$ cat src/rtl/ball_engine.sv
// rtl/ball_engine.sv - breakout ball sprite: serve/play/lost control, per-frame motion, bounces, pixel enable
//
// Ports:
//   clk, reset       pixel clock, synchronous active-high reset
//   frame_tick       one-cycle pulse at the start of vertical blanking
//   x, y             current scan-out pixel
//   paddle_x         paddle left edge (stable during blanking)
//   serve            launch request (honoured only while serving)
//   block_hit        blocks stage reports ball/live-block overlap on this pixel
//   ball, ball_en    ball colour and registered coverage of (x,y)
//   ball_x, ball_y   ball top-left corner
//   life_lost        one-cycle pulse when the ball leaves through the bottom
//   playing          high while the ball is in play
module ball_engine #(
    parameter int          SCREEN_W   = 640,
    parameter int          SCREEN_H   = 480,
    parameter int          BORDER     = 8,
    parameter int          BALL_SIZE  = 8,
    parameter int          PADDLE_Y   = 448,
    parameter int          PADDLE_W   = 64,
    parameter int          SPEED      = 2,
    parameter logic [5:0]  BALL_COLOR = 6'b111111
) (
    input  logic       clk,
    input  logic       reset,
    input  logic       frame_tick,
    input  logic [9:0] x,
    input  logic [9:0] y,
    input  logic [9:0] paddle_x,
    input  logic       serve,
    input  logic       block_hit,
    output logic [5:0] ball,
    output logic       ball_en,
    output logic [9:0] ball_x,
    output logic [9:0] ball_y,
    output logic       life_lost,
    output logic       playing
);

    typedef enum logic [1:0] {
        S_SERVE = 2'd0,
        S_PLAY  = 2'd1,
        S_LOST  = 2'd2
    } state_t;

    localparam logic signed [10:0] L_BORDER = 11'(BORDER);
    localparam logic signed [10:0] L_BALL   = 11'(BALL_SIZE);
    localparam logic signed [10:0] L_SPEED  = 11'(SPEED);
    localparam logic signed [10:0] L_RIGHT  = 11'(SCREEN_W - BORDER);
    localparam logic signed [10:0] L_PADY   = 11'(PADDLE_Y);
    localparam logic signed [10:0] L_PADW   = 11'(PADDLE_W);
    localparam logic signed [10:0] L_H      = 11'(SCREEN_H);

    localparam logic [9:0] RST_X    = 10'(SCREEN_W / 2 - BALL_SIZE / 2);
    localparam logic [9:0] REST_Y   = 10'(PADDLE_Y - BALL_SIZE);
    localparam logic [9:0] TRACK_DX = 10'(PADDLE_W / 2 - BALL_SIZE / 2);
    localparam logic [9:0] WALL_L_X = 10'(BORDER);
    localparam logic [9:0] WALL_R_X = 10'(SCREEN_W - BORDER - BALL_SIZE);
    localparam logic [9:0] WALL_T_Y = 10'(BORDER);

    state_t     r_state;
    logic [9:0] r_x;
    logic [9:0] r_y;
    logic       r_dx_neg;      // velocity magnitude is fixed, only the sign is stored
    logic       r_dy_neg;
    logic       r_hit;
    logic       r_ball_en;
    logic       r_life_lost;
    logic       r_playing;

    logic signed [10:0] w_bx;
    logic signed [10:0] w_by;
    logic signed [10:0] w_px;
    logic signed [10:0] w_nx;
    logic signed [10:0] w_ny;
    logic               w_dy_neg_eff;
    logic [9:0]         w_next_x;
    logic [9:0]         w_next_y;
    logic               w_next_dx_neg;
    logic               w_next_dy_neg;
    logic               w_exit;
    logic [9:0]         w_track_x;
    logic               w_on_ball;
    logic [10:0]        w_ux;
    logic [10:0]        w_uy;

    assign w_bx      = $signed({1'b0, r_x});
    assign w_by      = $signed({1'b0, r_y});
    assign w_px      = $signed({1'b0, paddle_x});
    assign w_track_x = paddle_x + TRACK_DX;

    // One frame of motion. A block hit in the tick cycle itself counts
    // alongside the sticky flag; several hits in a frame still flip dy once.
    always_comb begin
        w_dy_neg_eff  = r_dy_neg ^ (r_hit | block_hit);
        w_nx          = w_bx + (r_dx_neg ? -L_SPEED : L_SPEED);
        w_ny          = w_by + (w_dy_neg_eff ? -L_SPEED : L_SPEED);
        w_next_x      = w_nx[9:0];
        w_next_y      = w_ny[9:0];
        w_next_dx_neg = r_dx_neg;
        w_next_dy_neg = w_dy_neg_eff;

        if (w_nx < L_BORDER) begin
            w_next_x      = WALL_L_X;
            w_next_dx_neg = 1'b0;
        end else if (w_nx + L_BALL > L_RIGHT) begin
            w_next_x      = WALL_R_X;
            w_next_dx_neg = 1'b1;
        end

        if (w_ny < L_BORDER) begin
            w_next_y      = WALL_T_Y;
            w_next_dy_neg = 1'b0;
        end

        // Paddle only catches a falling ball that was fully above it last frame.
        if (!w_dy_neg_eff && (w_by + L_BALL <= L_PADY) && (w_ny + L_BALL > L_PADY) &&
            (w_nx + L_BALL > w_px) && (w_nx < w_px + L_PADW)) begin
            w_next_y      = REST_Y;
            w_next_dy_neg = 1'b1;
        end

        w_exit = (w_ny >= L_H);
    end

    assign w_ux      = {1'b0, x};
    assign w_uy      = {1'b0, y};
    assign w_on_ball = (w_ux >= {1'b0, r_x}) && (w_ux < {1'b0, r_x} + 11'(BALL_SIZE)) &&
                       (w_uy >= {1'b0, r_y}) && (w_uy < {1'b0, r_y} + 11'(BALL_SIZE));

    always_ff @(posedge clk) begin
        if (reset) begin
            r_state     <= S_SERVE;
            r_x         <= RST_X;
            r_y         <= REST_Y;
            r_dx_neg    <= 1'b0;
            r_dy_neg    <= 1'b1;
            r_hit       <= 1'b0;
            r_ball_en   <= 1'b0;
            r_life_lost <= 1'b0;
            r_playing   <= 1'b0;
        end else begin
            r_ball_en   <= (r_state != S_LOST) && w_on_ball;
            r_life_lost <= 1'b0;
            case (r_state)
                S_SERVE: begin
                    r_hit <= 1'b0;
                    if (frame_tick) begin
                        r_x <= w_track_x;
                        r_y <= REST_Y;
                    end
                    if (serve) begin
                        r_state   <= S_PLAY;
                        r_playing <= 1'b1;
                        r_dx_neg  <= 1'b0;
                        r_dy_neg  <= 1'b1;
                    end
                end
                S_PLAY: begin
                    if (frame_tick) begin
                        r_hit <= 1'b0;
                        if (w_exit) begin
                            r_state     <= S_LOST;
                            r_playing   <= 1'b0;
                            r_life_lost <= 1'b1;
                        end else begin
                            r_x      <= w_next_x;
                            r_y      <= w_next_y;
                            r_dx_neg <= w_next_dx_neg;
                            r_dy_neg <= w_next_dy_neg;
                        end
                    end else if (block_hit) begin
                        r_hit <= 1'b1;
                    end
                end
                S_LOST: begin
                    r_hit <= 1'b0;
                    if (frame_tick) begin
                        r_state <= S_SERVE;
                        r_x     <= w_track_x;
                        r_y     <= REST_Y;
                    end
                end
                default: begin
                    r_state   <= S_SERVE;
                    r_playing <= 1'b0;
                end
            endcase
        end
    end

    assign ball      = BALL_COLOR;
    assign ball_en   = r_ball_en;
    assign ball_x    = r_x;
    assign ball_y    = r_y;
    assign life_lost = r_life_lost;
    assign playing   = r_playing;

endmodule

$ cat config.mk
export PLATFORM = sky130hd
export DESIGN_NAME = ball_engine
export DESIGN_NICKNAME = d
export VERILOG_FILES = /design/src/rtl/ball_engine.sv
export SDC_FILE = /design/constraint.sdc
export NUM_CORES = 1
export LEC_CHECK = 0
export CORE_ASPECT_RATIO = 1.75
export CORE_MARGIN = 2
export CORE_UTILIZATION = 38
export CTS_CLUSTER_DIAMETER = 60
export DETAILED_ROUTE_END_ITERATION = 7
export GPL_TIMING_DRIVEN = 0
export PLACE_DENSITY = 0.59
export REMOVE_ABC_BUFFERS = 1
export SYNTH_ARGS = -nofsm -noshare
export SYNTH_HDL_FRONTEND = slang
export SYNTH_SLANG_ARGS = --single-unit
export TNS_END_PERCENT = 100
$ cat constraint.sdc
create_clock -name clk -period 6.2 [get_ports clk]
set_input_delay 1.55 -clock clk [delete_from_list [all_inputs] [get_ports clk]]
set_output_delay 1.55 -clock clk [all_outputs]
set_load 0.01 [all_outputs]
==> impl_metrics.toml, run 1 <==
[place]
number_of_input_and_output_port_buffers_inserted = 55
gp_routability_congestion = 0.883
place_hpwl_microns = 9630
dpl_worst_slack_ns = -0.420
placement.cell_area_sq_mm = 0.00472
placed_cells = 692

[cts]
clk_path_buf_depth = 2
number_of_sinks_driven_by_the_clock_tree = 27
clock_insertion_delay_worst_skew_ns = 0.27
ctsHtreeMaxLevel = 1
tritoncts.num_buffers = 3
clkTransAtPathRegs_ns = 0.08
ctsResizeCount = 1
hold_buffer_count_at_cts = 0
clockRootBuffer = "clkbuf_16"
clock_tree_from_tritoncts = "yes"
post-cts-setup-buffers = 0

[detailed_routing]
drc = 0
drt-met1-wl_microns = 4350
route.detailed.vias_per_inst = 5.72
met3RoutedLength_microns = 363
dr_total_vias = 3984
route.detailed.wl_per_inst_microns = 16.5
sum_of_routed_wire_length_over_all_layers_microns = 11500
highest_layer = "met4"
met2_wirelength_microns = 6340
detailedRoute.firstIterationViolations = 145
drt.antenna.violating_nets = 0
detailedRoute.firstPassIterationCount = 4

[yosys]
synth_warnings = 0
post-synth-top-area-cell = "ha_1"
syn_avg_cell_area_sq_um = 7.93
syn-instance-count = 517
ys_top_cells_by_area = "ha_1 (23%), dfxtp_1 (13%), inv_1 (4.9%), xnor2_1 (4.7%), o21ai_0 (4.3%)"
netlist_area_sq_mm = 0.00410
synth-seq-area-share_pct = 13.2
synth_seq_cells = 27
yosysTopAreaCellShare_pct = 23.2
synth_edf_count = 0
synth_flop_cell = "dfxtp_1"
count_of_cell_types_in_the_netlist = 73
fraction_of_registers_with_async_set_or_reset_after_synthesis_pct = 0

[grt]
grt_first_pass_wirelength_microns = 18200
maximum_number_of_pins_on_one_net_before_global_route_repair = 21
grt_remaining_overflow = 0
grt_pass1_vias = 3912
grt_antenna_before_repair = 0
gr-usage-all-layers_pct = 19.9

[worst_setup_path]
slowest_delay_ns = 0.54
maximum_fanout_along_the_worst_path = 18
critical_path_required_ns = 6.37
crit_slowest_cell = "a221oi_1"
type_of_origin_of_the_critical_path = "primary input"
timing.critical_path.cells = "clkdlybuf4s50_1 -> nor2_1 -> xnor2_2 -> ha_1 -> a2111oi_0 -> o211ai_1 -> a221oi_1 -> nand4_1 -> o22ai_1 -> a31oi_4 -> inv_1 -> nor3_1 -> mux2_2"
end_kind = "flip-flop"
timing.critical_path.arrival_ns = 5.91
criticalPathCategory = "primary input to flip-flop"

[power]
switching_share_pct = 49.9
p_per_area_mw_per_mm2 = 325
internal_power_mw = 0.785
seqPwrFrac_pct = 15.8
switching_power_mw = 0.782
power_leakage_nw = 2.15
irDropWorstVdd_mv = 0.178
clock_power_share_pct = 10.3
combPwrFrac_pct = 73.9

[timing]
finalCriticalPeriod_ns = 5.74
fin_skew_ns = 0.00553
max_freq_mhz = 174
report.final.hold_viol_count = 0
max_slew_margin_pct = 46.3
rsz0062_at_grt = "no"
setup_viol_count_final = 0
timing.final.crit_share_pct = 92.6
fin_hold_ws_ns = 0.512
setup_ws_ns = 0.461
number_of_max_slew_violations_in_the_final_report = 0
worstMarginPinSlew_ns = 0.795

[die]
placementRows = 50
core_sq_mm = 0.0106
die_x_microns = 82.5
design.portCount = 64
initial_core_util_pct = 38.5
die_area_sq_mm = 0.0117
die_h_microns = 141

[layout]
insertedDiodeCount = 0
layout.cells.most_common_list = "ha_1 (76), clkdlybuf4s50_1 (55), inv_1 (53)"
mostFrequentLayoutCell = "ha_1"
finish.net_count = 680
share_of_layout_cells_above_drive_strength_1_pct = 3.71
syn_to_layout_area_delta_pct = 17.6
final-instance-count-excl-fill = 696
fin_area_sq_mm = 0.00482

[flow_run]
timing.max_cap.violations = 0

[worst_hold_path]
min-delay-path-class = "flip-flop to flip-flop"

[outcome]
result_of_the_run = "completed"
[path summary, 6_finish.rpt]
path / from / to / slack [ns] / depth (start not counted)
max: block_hit / ball_y[1] / 0.46 / 13
min: playing / playing / 0.51 / 2
max reg2reg: r_dx_neg / ball_y[1] / 1.42 / 16
min reg2reg: playing / playing / 0.51 / 2
[critical path, delay by kind of cell]
kind / cells / cell delay, ns
muxes: 1 / 0.28
adders and majority gates: 1 / 0.42
and+or+nand+nor: 3 / 0.43
xor gates and xnor gates: 1 / 0.53
AOI/OAI and AO/OA: 5 / 1.90
buffers and inverters: 2 / 0.79
[metal layers]
layer,vias to the layer above,global-route usage [%]
met5,-,0
met4,0,8.80
met3,21,1.78
met2,71,38.5
met1,1880,20.5
li1,2012,-
[power by group through the flow]
stage               Clock [mW]  Combinational (mW)  Sequential, mW
finish                   0.161                1.16           0.248
global route             0.172                1.30           0.253
CTS                      0.166                1.16           0.249
detailed placement           0                1.15           0.252
global placement             0                1.13           0.251
floorplan                    0               0.852           0.243
[synth_stat cells (3+ instances only)]
master / n
a2111oi_0: 4
a211oi_1: 5
a21boi_0: 3
a21o_1: 13
a21oi_1: 31
a311oi_1: 4
a31oi_1: 11
and2_1: 5
and3_1: 7
buf_4: 8
buf_6: 3
clkbuf_1: 3
dfxtp_1: 27
ha_1: 76
inv_1: 53
mux2i_1: 3
nand2_1: 24
nand2b_1: 9
nand3_1: 19
nand4_1: 4
nand4b_1: 5
nor2_1: 28
nor2b_1: 10
nor3_1: 8
nor3b_1: 3
nor4_1: 8
o2111a_1: 3
o211ai_1: 5
o21a_1: 5
o21ai_0: 35
o21bai_1: 3
o22ai_1: 4
o31ai_1: 3
o32a_1: 3
or3_1: 9
xnor2_1: 22
xor2_1: 6
[cell families after synthesis]
logic type | synth area share [%]
flops | 13.2
mux | 1.01
simple gates | 20.0
xor+xnor | 6.38
fa+ha+maj | 24.2
compound gates | 27.5
buf+inv | 7.54
other cells | 0.183
[area by class of cell]
cell class,count,area (sq um)
clock buffer,3,75.1
clock inverter,1,8.76
fill,1115,5810
inverter,53,199
multi-input combinational,427,3280
sequential,27,541
tap,130,163
timing repair buffer,55,551
[stage by stage]
stage	total power [mW]	TNS [ns]	util (%)
after floorplan	1.09	0	-
after detailed placement	1.40	-2.84	44.4
after global placement	1.38	-1.74	44.4
after CTS	1.57	0	45.2
final	1.57	0	45.3
after global routing	1.72	0	45.3
[flip-flops by register name (all words and copies together) (netlist names)]
register and flops:
ball_en 1, ball_x 10, ball_y 9, life_lost 1, playing 1, r_dx_neg 1, r_dy_neg 1, r_hit 1
r_state 2
Power figures use the tool's default switching activity.
==> run 2, diff against run 1 <==
--- a/config.mk
+++ b/config.mk
@@ -6,13 +6,14 @@
 export NUM_CORES = 1
 export LEC_CHECK = 0
 export CORE_ASPECT_RATIO = 1.75
-export CORE_MARGIN = 2
+export CORE_MARGIN = 4
 export CORE_UTILIZATION = 38
 export CTS_CLUSTER_DIAMETER = 60
 export DETAILED_ROUTE_END_ITERATION = 7
 export GPL_TIMING_DRIVEN = 0
 export PLACE_DENSITY = 0.59
 export REMOVE_ABC_BUFFERS = 1
+export SETUP_SLACK_MARGIN = 0.05
 export SYNTH_ARGS = -nofsm -noshare
 export SYNTH_HDL_FRONTEND = slang
 export SYNTH_SLANG_ARGS = --single-unit
==> run 2 against run 1 <==
Net effect:
- register-to-register slack about the same
- clock skew increased by 0.0028 ns
- total power is 0.37% higher
- highest routed layer unchanged
- sequential cell count unchanged
- largest power group unchanged
- die area rose by 7.8%
- combinational power about the same
- count of clock-buffer cells in the layout unchanged
==> impl_metrics.toml, run 2 (synthesis gave the netlist of run 1 again) <==
[cts]
number_of_sinks_driven_by_the_clock_tree = 27
ctsHtreeMaxLevel = 1
clockRootBuffer = "clkbuf_16"
clock_tree_from_tritoncts = "yes"
tritoncts.num_buffers = 3
clk_path_buf_depth = 2
clock_insertion_delay_worst_skew_ns = 0.28
clkTransAtPathRegs_ns = 0.08

[grt]
grt_pass1_vias = 4132
maximum_number_of_pins_on_one_net_before_global_route_repair = 21
grt_remaining_overflow = 0
grt_antenna_before_repair = 0
grt_first_pass_wirelength_microns = 19200
gr-usage-all-layers_pct = 18.7

[power]
power_leakage_nw = 2.15
irDropWorstVdd_mv = 0.183
totalPowerFinal_mw = 1.57
p_per_area_mw_per_mm2 = 326

[detailed_routing]
route.detailed.vias_per_inst = 5.81
detailedRoute.firstPassIterationCount = 5
dr_total_vias = 4023
drc = 0
route.detailed.wl_per_inst_microns = 16.9
detailedRoute.firstIterationViolations = 116
drt.antenna.violating_nets = 0
sum_of_routed_wire_length_over_all_layers_microns = 11700

[timing]
setup_viol_count_final = 0
fin_skew_ns = 0.00833
setup_ws_ns = 0.664
number_of_max_slew_violations_in_the_final_report = 0
rsz0062_at_grt = "no"
max_freq_mhz = 181
finalSetupTns_ns = 0
max_slew_margin_pct = 42.5
worstMarginPinSlew_ns = 0.852
report.final.hold_viol_count = 0
timing.final.crit_share_pct = 89.3
finalCriticalPeriod_ns = 5.54

[worst_setup_path]
reg2reg_setup_slack_ns = 1.43
crit_path_start = "block_hit"
end_kind = "flip-flop"
timing.critical_path.arrival_ns = 5.71
maximum_fanout_along_the_worst_path = 18
rr_worst_depth = 16
critPathCapture = "ball_y[1]"
worst_r2r_startpoint = "r_dx_neg"
critical_path_required_ns = 6.37
critical_path.reg2reg.endpoint = "ball_y[1]"
type_of_origin_of_the_critical_path = "primary input"
criticalPathCategory = "primary input to flip-flop"

[layout]
flip_flop_count_of_the_largest_register_all_copies_and_words_added = 10
finish.net_count = 680
fill_cells = 1100
layout.cells.most_common_list = "ha_1 (76), clkdlybuf4s50_1 (55), inv_1 (53)"
share_of_layout_cells_above_drive_strength_1_pct = 3.89
syn_to_layout_area_delta_pct = 17.9
mostFrequentLayoutCell = "ha_1"
insertedDiodeCount = 0
final-instance-count-excl-fill = 693

[die]
die_h_microns = 145
placementRows = 49
die_area_sq_mm = 0.0126
core_sq_mm = 0.0104
initial_core_util_pct = 39.3
design.portCount = 64
die_x_microns = 86.5

[place]
number_of_input_and_output_port_buffers_inserted = 55
place_hpwl_microns = 9800
dpl_worst_slack_ns = -0.358
placed_cells = 689
gp_routability_congestion = 0.860

[worst_hold_path]
min-delay-path-class = "flip-flop to flip-flop"

[flow_run]
timing.max_cap.violations = 0

[outcome]
result_of_the_run = "completed"
==> run 2: cell counts in the layout (fill, tap and decap cells not counted) <==
Identical to the previous run, type by type.
==> run 2: worst min-delay path by stage <==
| stage | from | to | slack (ns) | cells after the start |
|---|---|---|---|---|
| floorplan | r_dy_neg | r_dy_neg | 0.49 | 1 |
| global placement | playing | playing | 0.49 | 2 |
| detailed placement | playing | playing | 0.49 | 2 |
| CTS | playing | playing | 0.51 | 2 |
| global route | playing | playing | 0.58 | 2 |
| finish | playing | playing | 0.50 | 2 |
==> run 2: worst max-delay path, stage by stage <==
cell	delay, ns
clkdlybuf4s50_1	0.50
nor2_1	0.10
xnor2_4	0.37
ha_1	0.38
a2111oi_0	0.44
o211ai_1	0.20
a221oi_1	0.52
nand4_1	0.20
o22ai_1	0.40
a31oi_4	0.32
inv_1	0.29
nor3_1	0.15
mux2_2	0.29
==> run 2: power by group <==
group / internal, mW / switching (mW)
sequential: 0.197 / 0.0509
clock: 0.0897 / 0.0720
combinational: 0.501 / 0.662
==> run 2: through the flow <==
stage | cell area (sq um) | hold slack (ns) | utilization, %
finish | 4830 | 0.498 | 46.4
global route | 4830 | 0.579 | 46.4
CTS | 4810 | 0.508 | 46.1
detailed placement | 4720 | 0.491 | 45.3
global placement | 4720 | 0.487 | 45.3
floorplan | 4010 | 0.492 | -
==> run 2: timing repair <==
action                                  4_1_cts  5_1_grt
resized for setup                             1        3
hold buffers                                  0        0
setup buffers                                 0        0
endpoints found under the setup margin        6        9
==> run 2: cell type report <==
| cell class | count | area [sq um] | area share, % |
|---|---|---|---|
| clock inverter | 1 | 8.76 | 0.181 |
| sequential | 27 | 541 | 11.2 |
| clock buffer | 3 | 75.1 | 1.55 |
| inverter | 53 | 199 | 4.12 |
| multi-input combinational | 427 | 3300 | 68.3 |
| timing repair buffer | 55 | 551 | 11.4 |
| tap | 127 | 159 | 3.29 |
==> run 2: per-layer routing <==
metal / track usage, % / wire length [microns] / up-vias
li1: - / - / 2005
met1: 19.1 / 4450 / 1907
met5: 0 / 0 / -
met4: 9.44 / 514 / 0
met2: 36.4 / 6390 / 86
met3: 1.36 / 366 / 25
